===== src/rtl/ov7670_capture.sv =====
// OV7670 write-side capture: samples the RGB565 byte stream in the PCLK domain,
// packs each pixel to RGB444 for the async FIFO, and checks line/frame geometry.
module ov7670_capture #(
  parameter int unsigned H_ACTIVE = 640,
  parameter int unsigned V_ACTIVE = 480,
  parameter int unsigned CNT_W    = 10
) (
  input  logic        wclk,
  input  logic        wrst,
  input  logic        cap_en,
  input  logic        vsync,
  input  logic        href,
  input  logic [7:0]  d,
  input  logic        full,
  output logic        w_en,
  output logic [11:0] data_in,
  output logic        sof,
  output logic        frame_done,
  output logic        overflow,
  output logic        line_err,
  output logic        frame_err
);

  localparam logic [CNT_W-1:0] H_CNT = CNT_W'(H_ACTIVE);
  localparam logic [CNT_W-1:0] V_CNT = CNT_W'(V_ACTIVE);

  typedef enum logic [1:0] {IDLE, WAIT_FRAME, CAPTURE} state_t;

  state_t           state, state_d;
  logic             ph, ph_d, ph_after;
  logic [7:0]       b1, b1_d;
  logic [CNT_W-1:0] pix_cnt, pix_cnt_d, cnt_after;
  logic [CNT_W-1:0] line_cnt, line_cnt_d, line_after;
  logic             href_q;
  logic             pix_done, line_close;
  logic             w_en_d, sof_d, frame_done_d;
  logic             overflow_d, line_err_d, frame_err_d;
  logic [11:0]      data_in_d;

  function automatic logic [CNT_W-1:0] sat_inc(input logic [CNT_W-1:0] x);
    return (&x) ? x : x + CNT_W'(1);
  endfunction

  // Next-state and registered-output logic.
  always_comb begin
    state_d      = state;
    ph_d         = ph;
    b1_d         = b1;
    pix_cnt_d    = pix_cnt;
    line_cnt_d   = line_cnt;
    w_en_d       = 1'b0;
    data_in_d    = data_in;
    sof_d        = 1'b0;
    frame_done_d = 1'b0;
    overflow_d   = overflow;
    line_err_d   = line_err;
    frame_err_d  = frame_err;
    pix_done     = 1'b0;
    line_close   = 1'b0;
    ph_after     = ph;
    cnt_after    = pix_cnt;
    line_after   = line_cnt;

    case (state)
      IDLE: begin
        if (vsync) state_d = WAIT_FRAME;
      end
      WAIT_FRAME: begin
        if (!vsync && cap_en) begin
          state_d    = CAPTURE;
          sof_d      = 1'b1;
          ph_d       = 1'b0;
          pix_cnt_d  = '0;
          line_cnt_d = '0;
        end
      end
      CAPTURE: begin
        pix_done = href && ph;
        if (href) ph_after = ~ph;
        if (href && !ph) b1_d = d;
        if (pix_done) begin
          cnt_after = sat_inc(pix_cnt);
          if (full) begin
            overflow_d = 1'b1;
          end else begin
            w_en_d    = 1'b1;
            data_in_d = {b1[7:4], b1[2:0], d[7], d[4:1]};
          end
        end
        // A vsync rise while href is high closes the line as well as the frame.
        line_close = (href_q && !href) || (vsync && href);
        line_after = line_close ? sat_inc(line_cnt) : line_cnt;
        ph_d       = ph_after;
        pix_cnt_d  = cnt_after;
        line_cnt_d = line_after;
        if (line_close) begin
          if ((cnt_after != H_CNT) || ph_after) line_err_d = 1'b1;
          ph_d      = 1'b0;
          pix_cnt_d = '0;
        end
        if (vsync) begin
          frame_done_d = 1'b1;
          if (line_after != V_CNT) frame_err_d = 1'b1;
          state_d = WAIT_FRAME;
        end
      end
      default: state_d = IDLE;
    endcase
  end

  always_ff @(posedge wclk or posedge wrst) begin
    if (wrst) begin
      state      <= IDLE;
      ph         <= 1'b0;
      b1         <= '0;
      pix_cnt    <= '0;
      line_cnt   <= '0;
      href_q     <= 1'b0;
      w_en       <= 1'b0;
      data_in    <= '0;
      sof        <= 1'b0;
      frame_done <= 1'b0;
      overflow   <= 1'b0;
      line_err   <= 1'b0;
      frame_err  <= 1'b0;
    end else begin
      state      <= state_d;
      ph         <= ph_d;
      b1         <= b1_d;
      pix_cnt    <= pix_cnt_d;
      line_cnt   <= line_cnt_d;
      href_q     <= href;
      w_en       <= w_en_d;
      data_in    <= data_in_d;
      sof        <= sof_d;
      frame_done <= frame_done_d;
      overflow   <= overflow_d;
      line_err   <= line_err_d;
      frame_err  <= frame_err_d;
    end
  end

endmodule

===== config.mk =====
export PLATFORM = sky130hd
export DESIGN_NAME = ov7670_capture
export DESIGN_NICKNAME = d
export VERILOG_FILES = /design/src/rtl/ov7670_capture.sv
export SDC_FILE = /design/constraint.sdc
export NUM_CORES = 1
export LEC_CHECK = 0
export CAP_MARGIN = 0
export CORE_ASPECT_RATIO = 1.2
export CORE_MARGIN = 2
export CORE_UTILIZATION = 25
export DETAILED_ROUTE_END_ITERATION = 6
export PLACE_DENSITY = 0.52
export RECOVER_POWER = 50
export SYNTH_ARGS = -nofsm -noshare
export SYNTH_HDL_FRONTEND = slang
export SYNTH_SLANG_ARGS = --single-unit

===== constraint.sdc =====
create_clock -name wclk -period 3.55 [get_ports wclk]
set_clock_uncertainty 0.1 [all_clocks]
set_input_delay 0.5325 -clock wclk [delete_from_list [all_inputs] [get_ports wclk]]
set_output_delay 0.5325 -clock wclk [all_outputs]
set_load 0.01 [all_outputs]

==> key figures <==
Status
  • Status: finished with violations
  • Failing checks: capacitance limit, slew limit

Worst setup path
  • Worst path buffer plus inverter count: 1
  • Crit Path Class: in2reg
  • Crit path launch: href
  • Endpoint type of the worst setup path: register
  • Crit path depth: 7
  • WP data arrival: 2610 ps
  • Reg-to-reg startpoint: pix_cnt[0]
  • Startpoint class of the critical path: input pin
  • Crit path max fanout: 11
  • Worst reg2reg setup slack: 1460 ps
  • Crit path max-delay family: buffers and inverters
  • Crit-path cells: dlygate4sd3_1 -> ha_1 -> nand3_1 -> a211oi_1 -> nor2_1 -> nor4_2 -> a41oi_2
  • R2r worst-path depth: 6
  • Reg2reg end: line_err
  • Critical Path End: line_err
  • Worst path slowest cell: dlygate4sd3_1
  • Critical Path Max Stage Delay: 650 ps
  • Worst EP required: 3600 ps

Routing
  • Drc violations: 0
  • Antenna viol nets, final: 0
  • Routed vias/inst: 4.930
  • Vias post-DR: 1,977
  • First DRT Iteration DRCs: 93
  • Drt pass-1 iters: 4
  • Total Routed Length: 5.835 mm
  • DR WL/cell: 14.55 um

Layout
  • Nets: 292
  • Fraction of layout instances using a drive strength above 1: 0.1600
  • N_diodes: 0
  • Most frequent cells in the layout: 49 x dfrtp_1, 24 x clkdlybuf4s50_1, 21 x a21oi_1, 21 x mux2_2, 18 x nand2_1
  • Final non-filler cell total: 401
  • Commonest non-fill, non-tap cell in the layout: dfrtp_1
  • Area grow syn2layout: 23.23%

Floorplan
  • DIE WIDTH: 96.15 um
  • Initial Util: 0.2558
  • Die extent in y: 114.6 um
  • Die area: 11,020 um2
  • I/O Pins: 32
  • # rows: 40
  • Core area: 9960 um2

STA
  • Highest Clock Rate: 390.2 MHz
  • Final Cycle Share: 0.7219
  • Worst-Margin Slew: 1885 ps
  • Setup tns final: 0 ps
  • Slew HR: -0.2578
  • Final setup vio count: 0
  • RSZ-0062 raised after global routing: false
  • Final hold vios: 0
  • Slew Limit Fails: 50
  • Final min period: 2563 ps

Placed design
  • Placed insts: 393
  • IO buf count: 31
  • GP Congestion: 0.8060
  • Post-DP HPWL: 4.115 mm

Clock tree
  • Post-CTS Resized: 0
  • Post CTS Setup Buffer Count: 0
  • Htree depth: 2
  • Num Clock Sinks: 49
  • CTS tree: built
  • Clock insertion delay at the later pin of the skew report: 290 ps
  • Root buf cell: clkbuf_16
  • CTS Buffer Depth: 2
  • Hold_buf cts: 0
  • Clock buffer count from CTS: 5
  • CTS clock-pin slew for the worst setup and hold paths: 70 ps

Global routing
  • Initial antenna violation count: 0
  • Total global-route track usage: 0.1140
  • Global route overflow: 0
  • Largest net degree at the start of global routing: 50
  • First-pass GRT wire length: 9.756 mm
  • Vias in the first global route: 1,915

Flow run
  • Total of max-cap violations: 1

Logic synthesis
  • Syn Area/Cell: 10.44 um2
  • Async S/R FF share, synth: 1.000
  • Post-synthesis sequential area ratio: 0.4813
  • Number of synthesized flops with an enable pin: 0
  • Mapped Cells: 244
  • Dominant synthesized flop cell: dfrtp_1
  • Synth Cell Area: 2547 um2
  • Distinct cell type count after synthesis: 52
  • Seq cells post-synth: 49
  • Syn Nets: 262
  • Synth Warn #: 0

Hold path
  • Hold Path Class: reg2reg

Pwr
  • Peak supply drop: 203.1 uV
  • Tot Pwr: 1235 uW
  • Power Density: 393.5 nW/um2
  • Leak Pwr: 0.001321 uW
==> where the power goes <==
part	switching (uW)	internal [uW]	total, uW
clock	209	262	472
sequential	24.9	598	623
combinational	66.8	74.1	141
total	301	934	1240
==> how the worst min path moves through the flow <==
stage	startpoint	to	slack (ps)	depth (start not counted)
2_1_floorplan	state[1]	state[0]	350	1
3_3_place_gp	state[1]	state[0]	360	1
3_5_place_dp	state[1]	state[0]	380	1
4_1_cts	state[1]	state[0]	380	1
5_1_grt	overflow	overflow	410	1
6_report	state[1]	state[0]	380	1
==> synthesized netlist by cell type (all sizes together), types with 2 or more instances <==
| cell | count | area share |
|---|---|---|
| buf | 7 | 0.015 |
| mux2 | 21 | 0.093 |
| o22ai | 2 | 0.0049 |
| and3 | 4 | 0.0098 |
| nand3b | 3 | 0.0088 |
| o21ai | 15 | 0.029 |
| and2 | 3 | 0.0074 |
| nand4 | 5 | 0.012 |
| xor2 | 2 | 0.0069 |
| inv | 7 | 0.010 |
| clkbuf | 5 | 0.0074 |
| a311oi | 2 | 0.0069 |
| a31oi | 7 | 0.026 |
| nor4 | 3 | 0.016 |
| a41oi | 3 | 0.013 |
| nand2 | 18 | 0.027 |
| o41ai | 3 | 0.010 |
| a32o | 2 | 0.0079 |
| xnor2 | 3 | 0.010 |
| a21oi | 21 | 0.041 |
| o31ai | 2 | 0.0059 |
| nand3 | 11 | 0.024 |
| and4 | 4 | 0.014 |
| a211oi | 2 | 0.0059 |
| nor2 | 17 | 0.025 |
| nor3 | 5 | 0.014 |
| dfrtp | 49 | 0.48 |
| ha | 4 | 0.020 |
==> per-layer routing <==
metal | GRT usage | part of all wire | vias to the layer above
li1 | - | - | 965
met1 | 0.1539 | 0.44 | 964
met2 | 0.1852 | 0.50 | 39
met3 | 0.01975 | 0.033 | 9
met4 | 0.03429 | 0.019 | 0
met5 | 0 | 0 | -
==> logic make-up after synthesis <==
family / count (synthesis) / synth area share
AO/OA/AOI/OAI: 65 / 0.1714
flip-flops: 49 / 0.4813
AND/OR/NAND/NOR: 80 / 0.1793
XOR/XNOR: 5 / 0.01719
adder cells (fa/ha/maj): 4 / 0.01965
buffers and inverters: 19 / 0.03291
multiplexers: 22 / 0.09823
==> worst register-to-register path, delay by kind of cell, from the launching register on <==
| family | cells | cell delay, ps |
|---|---|---|
| DFF | 1 | 450 |
| adders and majority gates | 1 | 430 |
| and+or+nand+nor | 3 | 490 |
| AOI/OAI and AO/OA | 2 | 490 |
==> sequential cells by signal (all words and copies together), names as in the netlist <==
register / count
href_q: 1
line_err: 1
line_cnt: 10
overflow: 1
w_en: 1
data_in: 12
ph: 1
frame_done: 1
pix_cnt: 10
frame_err: 1
b1: 7
state: 2
sof: 1
==> cell type report <==
class	instances	area (um2)
Timing Repair Buffer	35	340.3
Tap cell	126	157.7
Clock buffer	5	125.1
Inverter	7	26.28
Multi-Input combinational cell	176	1242
Sequential cell	49	1226
Fill cell	1029	6820
Clock inverter	3	21.27
==> through the flow <==
stage | worst slack [ps] | hold WS [ps] | area [um2] | utilization
after floorplan | 1594 | 347.4 | 2547 | -
after global placement | 873.3 | 359.2 | 2993 | 0.3005
after detailed placement | 808.2 | 378.7 | 2993 | 0.3005
after CTS | 1113 | 382.1 | 3139 | 0.3152
after global routing | 660.1 | 410.2 | 3139 | 0.3152
final | 987.2 | 382.8 | 3139 | 0.3152
No activity file was read; power rests on OpenSTA's default activity.
